===== src/rtl/csr_access_unit_if.sv =====
// Request/response handshake bundle between the execute stage
// and the CSR access sequencer.
interface csr_access_unit_if #(
  parameter int XLEN = 32
);
  logic            req_valid;
  logic            req_ready;
  logic [2:0]      req_funct3;
  logic [11:0]     req_csr;
  logic [XLEN-1:0] req_rs1_val;
  logic [4:0]      req_rs1_idx;
  logic [4:0]      req_rd;
  logic            rsp_valid;
  logic            rsp_ready;
  logic [4:0]      rsp_rd;
  logic [XLEN-1:0] rsp_data;
  logic            rsp_we;
  logic            rsp_illegal;

  modport master (
    output req_valid, req_funct3, req_csr,
    output req_rs1_val, req_rs1_idx, req_rd,
    output rsp_ready,
    input  req_ready, rsp_valid, rsp_rd,
    input  rsp_data, rsp_we, rsp_illegal
  );

  modport slave (
    input  req_valid, req_funct3, req_csr,
    input  req_rs1_val, req_rs1_idx, req_rd,
    input  rsp_ready,
    output req_ready, rsp_valid, rsp_rd,
    output rsp_data, rsp_we, rsp_illegal
  );
endinterface


===== src/rtl/csr_access_unit.sv =====
// Zicsr read-modify-write sequencer between execute and the CSR file.
// One op at a time: IDLE -> READ -> EXEC -> RESP.
module csr_access_unit #(
  parameter int XLEN = 32
) (
  input  logic            clk,
  input  logic            rst,
  csr_access_unit_if.slave bus,
  output logic            csr_ren,
  output logic            csr_wr_en,
  output logic [11:0]     addr,
  output logic [XLEN-1:0] wr_data,
  input  logic [XLEN-1:0] rdata,
  input  logic            trap_detected
);

  typedef enum logic [1:0] {
    IDLE,
    READ,
    EXEC,
    RESP
  } state_t;

  state_t          state;
  logic [1:0]      op_q;
  logic [XLEN-1:0] src_q;
  logic [11:0]     csr_q;
  logic [4:0]      rd_q;
  logic            ill_q;
  logic            rsup_q;
  logic            wsup_q;
  logic [XLEN-1:0] data_q;
  logic            we_q;
  logic            ill_rsp_q;

  logic [1:0]      op_d;
  logic            rsup_d;
  logic            wsup_d;
  logic            ill_d;
  logic [XLEN-1:0] src_d;
  logic [XLEN-1:0] new_val;
  logic            accept;

  assign op_d   = bus.req_funct3[1:0];
  assign rsup_d = (op_d == 2'b01) && (bus.req_rd == 5'd0);
  assign wsup_d = (op_d != 2'b01) && (bus.req_rs1_idx == 5'd0);
  // A write into the read-only quadrant is only illegal if it happens
  assign ill_d  = (op_d == 2'b00)
               || (!wsup_d && (bus.req_csr[11:10] == 2'b11));
  assign src_d  = bus.req_funct3[2]
               ? {{(XLEN-5){1'b0}}, bus.req_rs1_idx}
               : bus.req_rs1_val;

  always_comb begin
    new_val = src_q;
    case (op_q)
      2'b10:   new_val = rdata | src_q;
      2'b11:   new_val = rdata & ~src_q;
      default: new_val = src_q;
    endcase
  end

  assign bus.req_ready = rst && (state == IDLE) && !trap_detected;
  assign accept        = bus.req_valid && bus.req_ready;

  assign csr_ren   = (state == READ) && !rsup_q && !ill_q;
  assign csr_wr_en = (state == EXEC) && !wsup_q && !ill_q
                  && !trap_detected;
  assign addr      = (state == READ || state == EXEC) ? csr_q : '0;
  assign wr_data   = (state == EXEC) ? new_val : '0;

  assign bus.rsp_valid   = (state == RESP);
  assign bus.rsp_rd      = rd_q;
  assign bus.rsp_data    = data_q;
  assign bus.rsp_we      = we_q;
  assign bus.rsp_illegal = ill_rsp_q;

  always_ff @(posedge clk or negedge rst) begin
    if (!rst) begin
      state     <= IDLE;
      op_q      <= '0;
      src_q     <= '0;
      csr_q     <= '0;
      rd_q      <= '0;
      ill_q     <= 1'b0;
      rsup_q    <= 1'b0;
      wsup_q    <= 1'b0;
      data_q    <= '0;
      we_q      <= 1'b0;
      ill_rsp_q <= 1'b0;
    end else begin
      unique case (state)
        IDLE: begin
          if (accept) begin
            state  <= READ;
            op_q   <= op_d;
            src_q  <= src_d;
            csr_q  <= bus.req_csr;
            rd_q   <= bus.req_rd;
            ill_q  <= ill_d;
            rsup_q <= rsup_d;
            wsup_q <= wsup_d;
          end
        end
        READ: begin
          state <= trap_detected ? IDLE : EXEC;
        end
        EXEC: begin
          if (trap_detected) begin
            state <= IDLE;
          end else begin
            state     <= RESP;
            data_q    <= (ill_q || rsup_q) ? '0 : rdata;
            we_q      <= !ill_q && !rsup_q && (rd_q != 5'd0);
            ill_rsp_q <= ill_q;
          end
        end
        RESP: begin
          if (bus.rsp_ready) state <= IDLE;
        end
        default: state <= IDLE;
      endcase
    end
  end

endmodule


===== src/flat_wrapper.sv =====
// flat-port wrapper written by rule: the top's interface ports become plain ports
module csr_access_unit_flat 
#(
  parameter int XLEN = 32
)
  (clk, rst, csr_ren, csr_wr_en, addr, wr_data, rdata, trap_detected, bus_req_valid, bus_req_funct3, bus_req_csr, bus_req_rs1_val, bus_req_rs1_idx, bus_req_rd, bus_rsp_ready, bus_req_ready, bus_rsp_valid, bus_rsp_rd, bus_rsp_data, bus_rsp_we, bus_rsp_illegal);
  csr_access_unit_if #(.XLEN(XLEN)) bus_i ();
  input  logic clk;
  input  logic rst;
  output logic csr_ren;
  output logic csr_wr_en;
  output logic [11:0] addr;
  output logic [XLEN-1:0] wr_data;
  input  logic [XLEN-1:0] rdata;
  input  logic trap_detected;
  input wire logic [$bits(bus_i.req_valid)-1:0] bus_req_valid;
  input wire logic [$bits(bus_i.req_funct3)-1:0] bus_req_funct3;
  input wire logic [$bits(bus_i.req_csr)-1:0] bus_req_csr;
  input wire logic [$bits(bus_i.req_rs1_val)-1:0] bus_req_rs1_val;
  input wire logic [$bits(bus_i.req_rs1_idx)-1:0] bus_req_rs1_idx;
  input wire logic [$bits(bus_i.req_rd)-1:0] bus_req_rd;
  input wire logic [$bits(bus_i.rsp_ready)-1:0] bus_rsp_ready;
  output wire logic [$bits(bus_i.req_ready)-1:0] bus_req_ready;
  output wire logic [$bits(bus_i.rsp_valid)-1:0] bus_rsp_valid;
  output wire logic [$bits(bus_i.rsp_rd)-1:0] bus_rsp_rd;
  output wire logic [$bits(bus_i.rsp_data)-1:0] bus_rsp_data;
  output wire logic [$bits(bus_i.rsp_we)-1:0] bus_rsp_we;
  output wire logic [$bits(bus_i.rsp_illegal)-1:0] bus_rsp_illegal;
  assign bus_i.req_valid = bus_req_valid;
  assign bus_i.req_funct3 = bus_req_funct3;
  assign bus_i.req_csr = bus_req_csr;
  assign bus_i.req_rs1_val = bus_req_rs1_val;
  assign bus_i.req_rs1_idx = bus_req_rs1_idx;
  assign bus_i.req_rd = bus_req_rd;
  assign bus_i.rsp_ready = bus_rsp_ready;
  assign bus_req_ready = bus_i.req_ready;
  assign bus_rsp_valid = bus_i.rsp_valid;
  assign bus_rsp_rd = bus_i.rsp_rd;
  assign bus_rsp_data = bus_i.rsp_data;
  assign bus_rsp_we = bus_i.rsp_we;
  assign bus_rsp_illegal = bus_i.rsp_illegal;
  csr_access_unit #(.XLEN(XLEN)) u_core (.clk(clk), .rst(rst), .bus(bus_i), .csr_ren(csr_ren), .csr_wr_en(csr_wr_en), .addr(addr), .wr_data(wr_data), .rdata(rdata), .trap_detected(trap_detected));
endmodule

===== config.mk =====
export PLATFORM = sky130hd
export DESIGN_NAME = csr_access_unit_flat
export DESIGN_NICKNAME = d
export VERILOG_FILES = /design/src/rtl/csr_access_unit_if.sv /design/src/rtl/csr_access_unit.sv /design/src/flat_wrapper.sv
export SDC_FILE = /design/constraint.sdc
export NUM_CORES = 1
export LEC_CHECK = 0
export BUFFER_PORTS_ARGS = -buffer_cell sky130_fd_sc_hd__buf_2
export CAP_MARGIN = 10
export CORE_UTILIZATION = 52
export DETAILED_ROUTE_END_ITERATION = 10
export PLACE_DENSITY = 0.92
export SLEW_MARGIN = 10
export SYNTH_ARGS = -nofsm -noshare
export SYNTH_HDL_FRONTEND = slang
export SYNTH_SLANG_ARGS = --single-unit

===== constraint.sdc =====
create_clock -name clk -period 2.65 [get_ports clk]
set_input_delay 0.53 -clock clk [delete_from_list [all_inputs] [get_ports clk]]
set_output_delay 0.53 -clock clk [all_outputs]
set_load 0.005 [all_outputs]

# [After elaboration in Yosys (flattened, before gate mapping)]
# Cells that the tools add are included.
[totals] ff_bits=90 output_inout_bits=87 inputBits=94 elab_cells=64
[op_classes] reduce_logical=29 bitwise_logic=4 eq_ne=10 mux=10
[ops] op="$mux 32" count=3
[ops] op="$pmux 32 s2" count=1
[ops] op="$and 32x32->32" count=1
[ops] op="$not 32->32" count=1
[ops] op="$or 32x32->32" count=1
[ops] op="$logic_and 1x1->1" count=13
[ops] op="$mux 12" count=1
[ops] op="$eq 2x2->1 const B" count=5
[ops] op="$logic_not 5->1" count=2
[ops] op="$mux 2" count=4
[ops] op="$pmux 2 s4" count=1
[ops] op="$reduce_and 2->1" count=3
[ops] op="$logic_not 1->1" count=5
[ops] op="$reduce_bool 5->1" count=1
[ops] op="$eq 2x1->1 const B" count=2
[ops] op="$logic_not 2->1" count=2
[ops] op="$ne 2x1->1 const B" count=2
[ops] op="$logic_or 1x1->1" count=3
[ops] op="$ne 2x2->1 const B" count=1
[ops] op="$not 1->1" count=1

# [Depth between registers and ports, before layout]
[logic_depth] depth_word=6 mapped_depth=7 ltp_nobuf=5

# [Least setup slack after synthesis]
# Ideal clock, no wire load.
[synth_path] path_type="register to output" startpoint="register u_core.state[0]" endpoint="output csr_wr_en" arrival_ns=1.277 path_buffers=2 setup_slack_ns=0.843 path_stages_with_launch=7 required_time_ns=2.120 cell_sequence="dfrtp_1 > inv_1 > ha_1 > nand2b_1 > buf_6 > clkbuf_1 > nor3_1"
[synth_via] elab_chain_cells=4
[synth_lines] element="start, declared" line_no="csr_access_unit.sv:24" rtl="state_t state;"
[synth_lines] element="start signal, assigned" line_no="csr_access_unit.sv:106" rtl="state <= trap_detected ? IDLE : EXEC;"
[synth_lines] element="$eq 2x2->1" line_no="csr_access_unit.sv:67" rtl="assign csr_wr_en = (state == EXEC) && !wsup_q && !ill_q"
[synth_lines] element="$logic_and 1x1->1 (2 in a row)" line_no="csr_access_unit.sv:67"
[synth_lines] element="$logic_and 1x1->1" line_no="csr_access_unit.sv:68" rtl="&& !trap_detected;"
[synth_lines] element="end, declared" line_no="flat_wrapper.sv:11" rtl="output logic csr_wr_en;"
# No other way between the ends.

# [Worst setup path after layout]
[layout_path] startpoint="register u_core.state[0]" endpoint="output wr_data[7]"
[layout_via] elab_chain_cells=2
[layout_lines] element="$eq 2x2->1" line_no="csr_access_unit.sv:70" rtl="assign wr_data = (state == EXEC) ? new_val : '0;"
[layout_lines] element="$mux 32" line_no="csr_access_unit.sv:70"
[layout_lines] element="end, declared" line_no="flat_wrapper.sv:13" rtl="output logic [XLEN-1:0] wr_data;"
# No other way between the ends.

==> impl_metrics.toml <==
[yosys]
synth_top_area_share_pct = 51.7
netlist_instances = 415
synth_ff_type = "dfrtp_1"
syn-num-nets = 513
yosysSeqAreaShare_pct = 51.7
yosysTopAreaCell = "dfrtp_1"
async_flop_share_pct = 100
synth_cell_types = 31
syn_area_um2 = 4360
synth-seq-cells = 90
synthTopCellsByArea = "dfrtp_1 52%, a22o_1 6.6%, nand2_1 5.9%, nand3b_1 5.7%, a21boi_0 5.5%"
yosys_warnings = 0
avgSynthCellArea_um2 = 10.5
yosysMostFrequentCell = "dfrtp_1"
ys_top_cells_by_count = "90 x dfrtp_1, 69 x nand2_1, 34 x o21ai_0"
synth_enable_flop_cells = 0

[worst_setup_path]
cp_data_required_time_ps = 2120
max_stage_delay_ps = 420
critPathKind = "register to output pin"
r2r_start = "u_core.state[0]"
end_kind = "output pin"
r2r_setup_slack_ps = 680
r2r_cells = 5
rr_endpoint = "u_core.op_q[1]"
crit_slowest_cell = "dfrtp_1"
startpoint_type = "register"
cp-endpoint = "wr_data[7]"
critPathLaunch = "u_core.state[0]"
worstPathArrival_ps = 1820
cp_cell_sequence = "inv_1 -> ha_1 -> buf_4 -> a21boi_0 -> buf_2"
worstPathMaxFanout = 32

[sta]
setup_violations = 0
slew_headroom_pct = 32.8
finalMaxSlewViolations = 0
rsz0062_at_grt = "false"
period_share_pct = 88.8
max_freq_mhz = 425
clock_skew_ps = 12.1
worst_slack_ps = 298
tightest_slew_ps = 1010
hold_viol = 0
setup_tns_ps = 0
period_minus_slack_ps = 2350

[cts]
postCtsSetupBuffers = 0
tritoncts = "built"
clk_pin_slew_worst_paths_ps = 90
clk-insertion-delay-late_ps = 340
cts_sinks = 90
post_cts_resized = 0
ctsHoldBuffers = 0
ctsHtreeMaxLevel = 3
cts-buffers-inserted = 9
root_buffer = "clkbuf_8"
clk_path_buf_depth = 2

[routing]
wl_per_cell_um = 16.5
drt_iter0_drc = 157
drc = 0
viasPerCell = 5.41
drt_wl_total_mm = 11.6
vias = 3784
first_pass_iters = 5
postRouteAntennaNets = 0

[die]
die_h_um = 93.5
die_w_um = 93.5
rows = 33
pin_count = 181
start_util_pct = 53.3
die_area_um2 = 8750
coreArea_um2 = 8180

[outcome]
status = "complete, no violations"

[grt]
grt_max_degree = 82
grt_overflow_total = 0
grt_pass1_wl_mm = 18.3
grt_util_all_layers_pct = 27.3
grt_pass1_vias = 3778
antenna_found_initial = 1

[placement]
pre_cts_slack_ps = 662
dp_hpwl_mm = 8.40
portBuffers = 180
place_congestion = 0.851

[min_path]
min_path_type = "primary input to asynchronous set/reset pin"

[pwr]
power_w = 0.00553
p_leak_nw = 2.81
vdd_drop_max_mv = 0.557
power_density_nw_per_um2 = 997

[flow_run]
drv_cap = 0

[finish]
fillerInstances = 672
nets = 686
layout-drive-gt1-share_pct = 38.3
final_util_pct = 67.9
syn2layout_area_growth_pct = 27.3
-- kinds of logic (layout without fill, tap and decap cells) --
| kind of cell | count (synthesis) | in the layout | synth area share, % |
|---|---|---|---|
| adders and majority gates | 4 | 4 | 1.15 |
| muxes | 25 | 25 | 6.32 |
| and+or+nand+nor | 160 | 160 | 20.1 |
| other | 0 | 1 | 0 |
| buffers and inverters | 32 | 210 | 3.65 |
| AOI/OAI and AO/OA | 104 | 104 | 17.1 |
| DFF | 90 | 90 | 51.7 |
-- worst min-delay path by stage --
stage,endpoint,slack (ps),cells after the start
floorplan,u_core.bus.rsp_data[0],230,0
global placement,u_core.state[1],380,1
detailed placement,u_core.state[1],390,1
CTS,u_core.csr_q[5],0.2,1
global route,u_core.csr_q[7],1,1
finish,u_core.csr_q[5],20,1
-- registers in the layout, summed over array words and instances (netlist names) --
register                cells
u_core.src_q               32
u_core.bus.rsp_illegal      1
u_core.state                2
u_core.wsup_q               1
u_core.bus.rsp_rd           5
u_core.bus.rsp_we           1
u_core.csr_q               12
u_core.ill_q                1
u_core.op_q                 2
u_core.bus.rsp_data        32
u_core.rsup_q               1
-- power by group --
| part | total (W) | internal, W | switching [W] |
|---|---|---|---|
| clock | 0.000946 | 0.000464 | 0.000482 |
| combinational | 0.00217 | 0.00113 | 0.00104 |
| sequential | 0.00241 | 0.00199 | 0.000421 |
| total | 0.00553 | 0.00358 | 0.00195 |
-- critical path, delay by kind of cell (launching register included) --
family,cells,cell delay (ps)
DFF,1,420
AOI/OAI and AO/OA,1,280
buffers and inverters,3,560
adders and majority gates,1,200
-- per-stage QoR --
| step | cell area (µm²) | cells | hold slack [ps] |
|---|---|---|---|
| after floorplan | 4360 | 415 | 234 |
| after global placement | 5340 | 682 | 376 |
| after detailed placement | 5340 | 682 | 385 |
| after CTS | 5550 | 698 | 0.200 |
| after global routing | 5550 | 698 | 1.32 |
| final | 5550 | 699 | 19.4 |
-- routing by layer --
layer  part of all wire (%)  GRT usage [%]  vias to the layer above
li1                       -              -                     1790
met1                     42           35.5                     1831
met2                     50           44.7                      153
met3                    7.3           6.02                       10
met4                   0.99           9.87                        0
met5                      0              0                        -
-- layout by cell type (no fill, tap or decap), types with 3 or more instances in the layout --
cell | netlist | layout
mux2i_1 | 5 | 5
a22o_1 | 33 | 33
o21ai_0 | 34 | 34
nand2b_1 | 30 | 29
mux2_2 | 15 | 15
buf_4 | 0 | 13
a21boi_0 | 32 | 32
nor2_1 | 5 | 5
nand2_1 | 69 | 69
dfrtp_1 | 90 | 90
nand3b_1 | 33 | 33
ha_1 | 4 | 4
mux2_1 | 5 | 5
and2_1 | 12 | 12
buf_2 | 7 | 179
clkbuf_8 | 0 | 10
nor3_1 | 3 | 3
-- final cells by class --
| class | instances | area [µm²] | share of cell area (%) |
|---|---|---|---|
| Antenna cell | 1 | 2.50 | 0.0451 |
| Clock buffer | 10 | 138 | 2.48 |
| Clock inverter | 6 | 65.1 | 1.17 |
| Inverter | 2 | 7.51 | 0.135 |
| Multi-Input combinational cell | 293 | 1960 | 35.3 |
| Sequential cell | 90 | 2250 | 40.6 |
| Tap cell | 105 | 131 | 2.37 |
| Timing Repair Buffer | 192 | 993 | 17.9 |
No activity file was read; power rests on OpenSTA's default activity.
